<file path="src/rtl/hazard_flush_ctrl_if.sv">
// Hazard/flush handshake between the pipeline datapath (master) and the hazard sequencer (slave).
interface hazard_flush_ctrl_if #(
  parameter int unsigned CNT_W = 16
);
  logic             EX_MemRead;
  logic [4:0]       EX_Rt;
  logic [4:0]       ID_Rs;
  logic [4:0]       ID_Rt;
  logic             ID_UsesRt;
  logic             branch_taken;
  logic             jr_taken;
  logic             PCWrite;
  logic             IFIDWrite;
  logic             IFID_flush;
  logic             flush;
  logic             busy;
  logic [CNT_W-1:0] stall_count;
  logic [CNT_W-1:0] flush_count;

  modport master (
    output EX_MemRead, EX_Rt, ID_Rs, ID_Rt, ID_UsesRt, branch_taken, jr_taken,
    input  PCWrite, IFIDWrite, IFID_flush, flush, busy, stall_count, flush_count
  );

  modport slave (
    input  EX_MemRead, EX_Rt, ID_Rs, ID_Rt, ID_UsesRt, branch_taken, jr_taken,
    output PCWrite, IFIDWrite, IFID_flush, flush, busy, stall_count, flush_count
  );
endinterface

</file>
<file path="src/rtl/hazard_flush_ctrl.sv">
// Load-use stall and branch/JR flush sequencer for the 5-stage MIPS pipeline.
// Mealy outputs act on a hazard in the same cycle; a down-counter stretches multi-cycle penalties.
module hazard_flush_ctrl #(
  parameter int unsigned LOAD_STALL_CYCLES = 1,
  parameter int unsigned FLUSH_CYCLES      = 1,
  parameter int unsigned CNT_W             = 16
) (
  input logic                clk,
  input logic                reset,
  hazard_flush_ctrl_if.slave bus
);

  typedef enum logic [1:0] {
    StIdle  = 2'd0,
    StStall = 2'd1,
    StFlush = 2'd2
  } state_e;

  localparam logic [2:0] StallLoad  = 3'(LOAD_STALL_CYCLES - 1);
  localparam logic [2:0] FlushLoad  = 3'(FLUSH_CYCLES - 1);
  localparam bit         StallMulti = LOAD_STALL_CYCLES > 1;
  localparam bit         FlushMulti = FLUSH_CYCLES > 1;

  state_e           state_q, state_d;
  logic [2:0]       cnt_q, cnt_d;
  logic [CNT_W-1:0] stall_cnt_q, stall_cnt_d;
  logic [CNT_W-1:0] flush_cnt_q, flush_cnt_d;

  logic hazard, redirect;
  logic pc_write, ifid_write, ifid_flush, id_flush;

  // Register 0 is hard-wired, so a load targeting it never creates a dependency.
  assign hazard = bus.EX_MemRead && (bus.EX_Rt != 5'd0) &&
                  ((bus.EX_Rt == bus.ID_Rs) || (bus.ID_UsesRt && (bus.EX_Rt == bus.ID_Rt)));
  assign redirect = bus.branch_taken || bus.jr_taken;

  always_comb begin
    pc_write   = 1'b1;
    ifid_write = 1'b1;
    ifid_flush = 1'b0;
    id_flush   = 1'b0;
    state_d    = StIdle;
    cnt_d      = 3'd0;

    if (state_q == StFlush) begin
      // The ID instruction is being squashed, so a load-use hazard is irrelevant here.
      ifid_flush = 1'b1;
      id_flush   = 1'b1;
      if (redirect) begin
        cnt_d   = FlushLoad;
        state_d = StFlush;
      end else begin
        cnt_d   = cnt_q - 3'd1;
        state_d = (cnt_q <= 3'd1) ? StIdle : StFlush;
      end
    end else if (redirect) begin
      // The branch is older than any stalled instruction, so it preempts a stall.
      ifid_flush = 1'b1;
      id_flush   = 1'b1;
      if (FlushMulti) begin
        cnt_d   = FlushLoad;
        state_d = StFlush;
      end
    end else if (state_q == StStall) begin
      pc_write   = 1'b0;
      ifid_write = 1'b0;
      id_flush   = 1'b1;
      cnt_d      = cnt_q - 3'd1;
      state_d    = (cnt_q <= 3'd1) ? StIdle : StStall;
    end else if (hazard) begin
      pc_write   = 1'b0;
      ifid_write = 1'b0;
      id_flush   = 1'b1;
      if (StallMulti) begin
        cnt_d   = StallLoad;
        state_d = StStall;
      end
    end

    if (reset) begin
      pc_write   = 1'b0;
      ifid_write = 1'b0;
      ifid_flush = 1'b1;
      id_flush   = 1'b1;
    end
  end

  always_comb begin
    stall_cnt_d = stall_cnt_q;
    flush_cnt_d = flush_cnt_q;
    if (!pc_write && (stall_cnt_q != '1)) begin
      stall_cnt_d = stall_cnt_q + CNT_W'(1);
    end
    if (ifid_flush && (flush_cnt_q != '1)) begin
      flush_cnt_d = flush_cnt_q + CNT_W'(1);
    end
  end

  always_ff @(posedge clk) begin
    if (reset) begin
      state_q     <= StIdle;
      cnt_q       <= 3'd0;
      stall_cnt_q <= '0;
      flush_cnt_q <= '0;
    end else begin
      state_q     <= state_d;
      cnt_q       <= cnt_d;
      stall_cnt_q <= stall_cnt_d;
      flush_cnt_q <= flush_cnt_d;
    end
  end

  assign bus.PCWrite     = pc_write;
  assign bus.IFIDWrite   = ifid_write;
  assign bus.IFID_flush  = ifid_flush;
  assign bus.flush       = id_flush;
  assign bus.busy        = !reset && ((state_q == StStall) || (state_q == StFlush));
  assign bus.stall_count = stall_cnt_q;
  assign bus.flush_count = flush_cnt_q;

endmodule
</file>
<file path="src/flat_wrapper.sv">
// flat-port wrapper written by rule: the top's interface ports become plain ports
module hazard_flush_ctrl_flat 
#(
  parameter int unsigned LOAD_STALL_CYCLES = 1,
  parameter int unsigned FLUSH_CYCLES      = 1,
  parameter int unsigned CNT_W             = 16
)
  (clk, reset, bus_EX_MemRead, bus_EX_Rt, bus_ID_Rs, bus_ID_Rt, bus_ID_UsesRt, bus_branch_taken, bus_jr_taken, bus_PCWrite, bus_IFIDWrite, bus_IFID_flush, bus_flush, bus_busy, bus_stall_count, bus_flush_count);
  hazard_flush_ctrl_if #(.CNT_W(CNT_W)) bus_i ();
  input logic clk;
  input logic reset;
  input wire logic [$bits(bus_i.EX_MemRead)-1:0] bus_EX_MemRead;
  input wire logic [$bits(bus_i.EX_Rt)-1:0] bus_EX_Rt;
  input wire logic [$bits(bus_i.ID_Rs)-1:0] bus_ID_Rs;
  input wire logic [$bits(bus_i.ID_Rt)-1:0] bus_ID_Rt;
  input wire logic [$bits(bus_i.ID_UsesRt)-1:0] bus_ID_UsesRt;
  input wire logic [$bits(bus_i.branch_taken)-1:0] bus_branch_taken;
  input wire logic [$bits(bus_i.jr_taken)-1:0] bus_jr_taken;
  output wire logic [$bits(bus_i.PCWrite)-1:0] bus_PCWrite;
  output wire logic [$bits(bus_i.IFIDWrite)-1:0] bus_IFIDWrite;
  output wire logic [$bits(bus_i.IFID_flush)-1:0] bus_IFID_flush;
  output wire logic [$bits(bus_i.flush)-1:0] bus_flush;
  output wire logic [$bits(bus_i.busy)-1:0] bus_busy;
  output wire logic [$bits(bus_i.stall_count)-1:0] bus_stall_count;
  output wire logic [$bits(bus_i.flush_count)-1:0] bus_flush_count;
  assign bus_i.EX_MemRead = bus_EX_MemRead;
  assign bus_i.EX_Rt = bus_EX_Rt;
  assign bus_i.ID_Rs = bus_ID_Rs;
  assign bus_i.ID_Rt = bus_ID_Rt;
  assign bus_i.ID_UsesRt = bus_ID_UsesRt;
  assign bus_i.branch_taken = bus_branch_taken;
  assign bus_i.jr_taken = bus_jr_taken;
  assign bus_PCWrite = bus_i.PCWrite;
  assign bus_IFIDWrite = bus_i.IFIDWrite;
  assign bus_IFID_flush = bus_i.IFID_flush;
  assign bus_flush = bus_i.flush;
  assign bus_busy = bus_i.busy;
  assign bus_stall_count = bus_i.stall_count;
  assign bus_flush_count = bus_i.flush_count;
  hazard_flush_ctrl #(.LOAD_STALL_CYCLES(LOAD_STALL_CYCLES), .FLUSH_CYCLES(FLUSH_CYCLES), .CNT_W(CNT_W)) u_core (.clk(clk), .reset(reset), .bus(bus_i));
endmodule
</file>
<file path="config.mk">
export PLATFORM = sky130hd
export DESIGN_NAME = hazard_flush_ctrl_flat
export DESIGN_NICKNAME = d
export VERILOG_FILES = /design/src/rtl/hazard_flush_ctrl_if.sv /design/src/rtl/hazard_flush_ctrl.sv /design/src/flat_wrapper.sv
export SDC_FILE = /design/constraint.sdc
export NUM_CORES = 1
export LEC_CHECK = 0
export ABC_AREA = 1
export CORE_AREA = 2 2 78 80
export CTS_BUF_LIST = sky130_fd_sc_hd__clkbuf_2 sky130_fd_sc_hd__clkbuf_4 sky130_fd_sc_hd__clkbuf_8
export CTS_CLUSTER_SIZE = 25
export DETAILED_ROUTE_END_ITERATION = 10
export DIE_AREA = 0 0 80 82
export PLACE_DENSITY = 0.75
export SLEW_MARGIN = 40
export SYNTH_ARGS = -nofsm -noshare
export SYNTH_HDL_FRONTEND = slang
export SYNTH_SLANG_ARGS = --single-unit
</file>
<file path="constraint.sdc">
create_clock -name clk -period 1.94 [get_ports clk]
set_input_delay 0.291 -clock clk [delete_from_list [all_inputs] [get_ports clk]]
set_output_delay 0.291 -clock clk [all_outputs]
set_load 0.005 [all_outputs]
</file>
==> results of run 1 <==
[worst max-delay path, cell delays in order (launching register included)]
cell	delay, ns
dfxtp_2	0.33
inv_1	0.05
ha_2	0.25
nor2_1	0.09
clkdlybuf4s50_1	0.51
[placed cells by master, fill, tap and decap left out, types with 2 or more instances in the layout]
cell type,n
nand2_2,3
clkbuf_8,6
a31oi_1,2
dfxtp_1,36
clkbuf_2,2
clkdlybuf4s50_1,39
nand3_1,31
nor3_1,11
dlygate4sd2_1,11
nor4_1,3
inv_2,4
a21oi_1,20
nor2_1,32
xnor2_1,7
a21oi_2,10
nand2_1,78
xor2_1,11
nand4_1,4
inv_1,40
ha_1,5
o21ai_0,12
dlymetal6s2s_1,4
buf_4,24
or2_2,3
[kinds of logic (layout without fill, tap and decap cells)]
group	count (synthesis)	count (layout)	share of synthesized area [%]
AO/OA/AOI/OAI	46	46	12.3
adder cells (fa/ha/maj)	6	6	3.37
XOR/XNOR	18	18	7.07
buffers and inverters	52	134	9.37
flip-flops	37	37	33.2
AND/OR/NAND/NOR	171	171	34.7
[synth_stat cells]
library cell / instances / share of area, %
nand2_1: 79 / 13
xnor2_1: 7 / 2.7
inv_2: 2 / 0.34
nor2_2: 1 / 0.28
buf_1: 1 / 0.17
or2_2: 3 / 0.84
dfxtp_1: 37 / 33
a31oi_1: 2 / 0.56
a21oi_2: 10 / 3.9
nand3_4: 1 / 0.79
o21a_1: 1 / 0.34
nor4_4: 1 / 0.95
inv_1: 42 / 7.1
buf_2: 2 / 0.45
nor3_2: 1 / 0.45
buf_4: 1 / 0.34
nand2_4: 1 / 0.50
ha_1: 6 / 3.4
nand2_2: 2 / 0.56
xor2_1: 11 / 4.3
o211ai_1: 1 / 0.34
nor3_1: 12 / 2.7
a21oi_1: 20 / 4.5
nor4_1: 3 / 0.84
clkinv_1: 1 / 0.17
o21ai_0: 12 / 2.7
clkbuf_1: 2 / 0.34
nor2_1: 32 / 5.4
nand3_1: 31 / 7.0
buf_6: 1 / 0.50
nand4_1: 4 / 1.1
[registers in the layout, indices dropped and copies added, names as in the netlist]
signal                  count
u_core.state_q              2
u_core.bus.flush_count     16
u_core.bus.stall_count     16
u_core.cnt_q                3
[metal layers]
layer  vias to the layer above  GRT usage [%]  part of all wire (%)
met5                         -              0                     0
met4                         0           6.44                   1.4
met3                         9           5.27                   6.1
met2                        68           32.8                    49
met1                      1107           20.9                    43
li1                       1225              -                     -
[power groups by stage]
stage	logic (W)	clock network, W	registers (W)
2_1_floorplan	0.0000815	0	0.000796
3_3_place_gp	0.000188	0	0.000795
3_5_place_dp	0.000191	0	0.000795
4_1_cts	0.000185	0.000575	0.000777
5_1_grt	0.000206	0.000621	0.000779
6_report	0.000185	0.000564	0.000777
[cell type report]
type / count / area, um^2
Tap cell: 75 / 93.8
Fill cell: 581 / 2590
Clock buffer: 6 / 82.6
Sequential cell: 37 / 742
Clock inverter: 1 / 7.51
Multi-Input combinational cell: 241 / 1300
Timing Repair Buffer: 82 / 758
Inverter: 45 / 169
[timing repair]
item,in CTS,in global routing
pin swaps,9,8
hold buffers,0,0
endpoints found under the setup margin,4,21
gates resized for setup,24,9
buffers inserted,2,0
[worst paths after layout]
check / slack (ns) / from / end / cells past startpoint
worst min register to register: 0.46 / u_core.cnt_q[0]$_SDFF_PP0_ / u_core.cnt_q[0]$_SDFF_PP0_ / 1
worst max register to register: 0.19 / u_core.state_q[0]$_SDFF_PP0_ / u_core.bus.flush_count[13]$_SDFFE_PP0P_ / 10
worst min-delay path: 0.46 / u_core.cnt_q[0]$_SDFF_PP0_ / u_core.cnt_q[0]$_SDFF_PP0_ / 1
worst max-delay path: 0.12 / u_core.state_q[0]$_SDFF_PP0_ / bus_busy / 4
[metrics by stage]
step / cells / cell area (um^2) / TNS, ns
floorplan: 330 / 2230 / 0
global placement: 478 / 3040 / -4.42
detailed placement: 478 / 3040 / -5.38
CTS: 487 / 3140 / -0.0171
global route: 487 / 3150 / 0
finish: 487 / 3150 / 0
==> impl_metrics.env, run 1 <==
export IMPL_hold_path_class="reg2reg"
export IMPL_antenna_cells=0
export IMPL_combPwrFrac_pct=12.1
export IMPL_final_min_clock_period_ns=1.82
export IMPL_yosys_warnings=0
export IMPL_global_route_overflow_total=0
export IMPL_swShare_pct=25.2
export IMPL_io_pins=58
export IMPL_via_per_inst=4.95
export IMPL_setup_slack_ns=0.124
export IMPL_synth_seq_cells=37
export IMPL_fin_nets=439
export IMPL_p_per_area_nw_per_um2=485
export IMPL_synth_nets=357
export IMPL_die_x_um=80
export IMPL_area_growth_pct=41.2
export IMPL_leakage_nw=1.28
export IMPL_p_int_w=0.00114
export IMPL_clkLatencyLatePin_ns=0.29
export IMPL_pre_cts_ws_ns=-0.369
export IMPL_finalPower_w=0.00153
export IMPL_cts_buffers=5
export IMPL_numPortBuffers=57
export IMPL_skew_ns=0.00503
export IMPL_cts_buffer_depth=2
export IMPL_cts_max_level=2
export IMPL_core_um2=5750
export IMPL_grt_max_degree=22
export IMPL_p_sw_w=0.000384
export IMPL_cp_required_ns=1.65
export IMPL_track_usage_pct=18.3
export IMPL_drc=0
export IMPL_cp_data_arrival_time_ns=1.53
export IMPL_rows=28
export IMPL_rsz0062_at_grt="false"
export IMPL_fin_util_pct=54.8
export IMPL_fmax_ghz=0.551
export IMPL_dp_hpwl_um=4240
export IMPL_finalMaxSlewViolations=0
export IMPL_antenna_found_initial=0
export IMPL_wl_um=5610
export IMPL_clk_pin_slew_worst_paths_ns=0.08
export IMPL_setup_viol=0
export IMPL_first_iter_violations=105
export IMPL_gp_congestion=0.868
export IMPL_final_hold_violation_count=0
export IMPL_cp_start_kind="register"
export IMPL_timing_final_crit_share_pct=93.6
export IMPL_syn_area_um2=2230
export IMPL_worstPathMaxFanout=2
export IMPL_grt_pass1_wl_um=9520
export IMPL_hold_ws_ns=0.457
export IMPL_first_global_vias=2283
export IMPL_ys_seq_area_share_pct=33.2
export IMPL_max_cap_violations=0
export IMPL_end_kind="output port"
export IMPL_routedWlPerCell_um=11.5
export IMPL_crit_type="reg2out"
export IMPL_drive_above_1_share_pct=15.3
export IMPL_synthCells=330
export IMPL_outcome="complete, no violations"
export IMPL_die_y_um=82
export IMPL_syn_area_per_cell_um2=6.76
export IMPL_p_seq_share_pct=50.9
export IMPL_ys_types=31
export IMPL_ant_nets=0
export IMPL_power_frac_clock_pct=37.0
export IMPL_dieArea_um2=6560
export IMPL_worst_slew_pin_slew_ns=0.495
export IMPL_vias=2409
export IMPL_cts_root_buffer="clkbuf_8"
export IMPL_ir_drop_mv=0.319
export IMPL_clkSinkCount=37
export IMPL_relSlewSlack_pct=66.7
export IMPL_start_util_pct=38.8
export IMPL_tritoncts="built"
export IMPL_dr_pass1_iters=4
No activity file was read; power rests on OpenSTA's default activity.
==> run 2: changes to the inputs <==
Settings changed: CTS_CLUSTER_SIZE 25 to 10, RECOVER_POWER from default to 25.
==> impl_metrics.env, run 2 (synthesis results as in run 1) <==
export IMPL_outcome="complete, no violations"
export IMPL_fin_cells=487
export IMPL_antenna_cells=0
export IMPL_busiest_layer="met2"
export IMPL_die_x_um=80
export IMPL_cts_buffer_depth=2
export IMPL_fin_setup_tns_ns=0
export IMPL_cpPeakStageDelay_ns=0.51
export IMPL_setup_viol=0
export IMPL_via_per_inst=4.94
export IMPL_leakage_nw=1.33
export IMPL_grt_pass1_wl_um=9520
export IMPL_finalMaxSlewViolations=0
export IMPL_global_route_overflow_total=0
export IMPL_cp_required_ns=1.65
export IMPL_end_kind="output port"
export IMPL_cts_buffers=5
export IMPL_grt_util_met3_pct=5.27
export IMPL_slowest_stage="clkdlybuf4s50_1"
export IMPL_gp_congestion=0.868
export IMPL_dp_hpwl_um=4240
export IMPL_grt_max_degree=22
export IMPL_wl_um=5610
export IMPL_cp_start_kind="register"
export IMPL_start_util_pct=38.8
export IMPL_final_common_cell="nand2_1"
export IMPL_worstPathMaxFanout=2
export IMPL_cts_hold_buffers_added=0
export IMPL_clkLatencyLatePin_ns=0.29
export IMPL_ant_nets=0
export IMPL_worst_slew_pin_slew_ns=0.490
export IMPL_vias=2407
export IMPL_path_cells="inv_1, ha_2, nor2_1, clkdlybuf4s50_1"
export IMPL_hold_path_class="reg2reg"
export IMPL_use_met2_pct=32.8
export IMPL_fin_nets=439
export IMPL_clk_pin_slew_worst_paths_ns=0.08
export IMPL_numPortBuffers=57
export IMPL_fin_area_um2=3150
export IMPL_area_growth_pct=41.2
export IMPL_clkSinkCount=37
export IMPL_routedWlPerCell_um=11.5
export IMPL_final_hold_violation_count=0
export IMPL_core_um2=5750
export IMPL_max_cap_violations=0
export IMPL_timing_final_crit_share_pct=93.6
export IMPL_fmax_ghz=0.550
export IMPL_skew_ns=0.00530
export IMPL_ir_drop_mv=0.319
export IMPL_final_min_clock_period_ns=1.82
export IMPL_die_y_um=82
export IMPL_rows=28
export IMPL_layout_common_cells="nand2_1 (78), inv_1 (40), dfxtp_1 (36)"
export IMPL_relSlewSlack_pct=67.0
export IMPL_dieArea_um2=6560
export IMPL_cp_data_arrival_time_ns=1.53
export IMPL_dr_pass1_iters=4
export IMPL_drc=0
export IMPL_use_met1_pct=20.9
export IMPL_cts_max_level=2
export IMPL_first_global_vias=2283
export IMPL_post_dp_cell_area_um2=3040
export IMPL_p_per_area_nw_per_um2=484
export IMPL_cts_root_buffer="clkbuf_8"
export IMPL_placedCellCount=478
export IMPL_io_pins=58
export IMPL_drive_above_1_share_pct=15.3
export IMPL_crit_type="reg2out"
export IMPL_rsz0062_at_grt="false"
export IMPL_first_iter_violations=103
export IMPL_tritoncts="built"
export IMPL_track_usage_pct=18.3
export IMPL_reg2reg_slack_ns=0.20
export IMPL_antenna_found_initial=0
## run 2: worst max-delay path, delay by kind of cell, from the launching register on
kind,cells,cell delay [ns]
buf+inv,2,0.56
flops,1,0.33
fa+ha+maj,1,0.25
simple gates,1,0.09
## run 2: routing by layer
metal  up-vias  routed length (um)  share of wire (%)
met5         -                   0                  0
met4         0                  79                1.4
met3         9                 292                5.2
met2        60                2760                 49
met1      1112                2480                 44
li1       1226                   -                  -
## run 2: timing repair
item	in CTS	in global routing
pin swaps	9	8
endpoints found under the hold margin	0	0
endpoints found under the setup margin	4	21
buffers inserted	2	0
cloned	0	0
gates resized for setup	24	9
## run 2: per-stage QoR
step | util [%] | setup WS (ns) | power [W] | hold WS, ns
final | 54.8 | 0.123 | 0.00152 | 0.457
after floorplan | - | 0.213 | 0.000878 | 0.370
after global routing | 54.8 | 0.0183 | 0.00160 | 0.497
after CTS | 54.6 | -0.0171 | 0.00154 | 0.464
after detailed placement | 52.9 | -0.369 | 0.000986 | 0.448
after global placement | 52.9 | -0.323 | 0.000983 | 0.431
## run 2: area by class of cell
cell class / count / area (um^2)
Clock inverter: 1 / 7.51
Inverter: 45 / 169
Tap cell: 75 / 93.8
Multi-Input combinational cell: 241 / 1300
Fill cell: 581 / 2590
Sequential cell: 37 / 742
Timing Repair Buffer: 82 / 758
Clock buffer: 6 / 82.6
## run 2: path summary, 6_finish.rpt
check,startpoint,end,depth (start not counted)
setup / recovery,u_core.state_q[0]$_SDFF_PP0_,bus_busy,4
hold / removal,u_core.cnt_q[0]$_SDFF_PP0_,u_core.cnt_q[0]$_SDFF_PP0_,1
setup reg to reg,u_core.state_q[0]$_SDFF_PP0_,u_core.bus.flush_count[13]$_SDFFE_PP0P_,10
hold reg to reg,u_core.cnt_q[0]$_SDFF_PP0_,u_core.cnt_q[0]$_SDFF_PP0_,1
## run 2: report_power, final
part	internal (W)	total (W)	switching (W)
logic	0.0000915	0.000183	0.0000918
clock network	0.000281	0.000564	0.000283
registers	0.000768	0.000777	0.00000884
total	0.00114	0.00152	0.000384
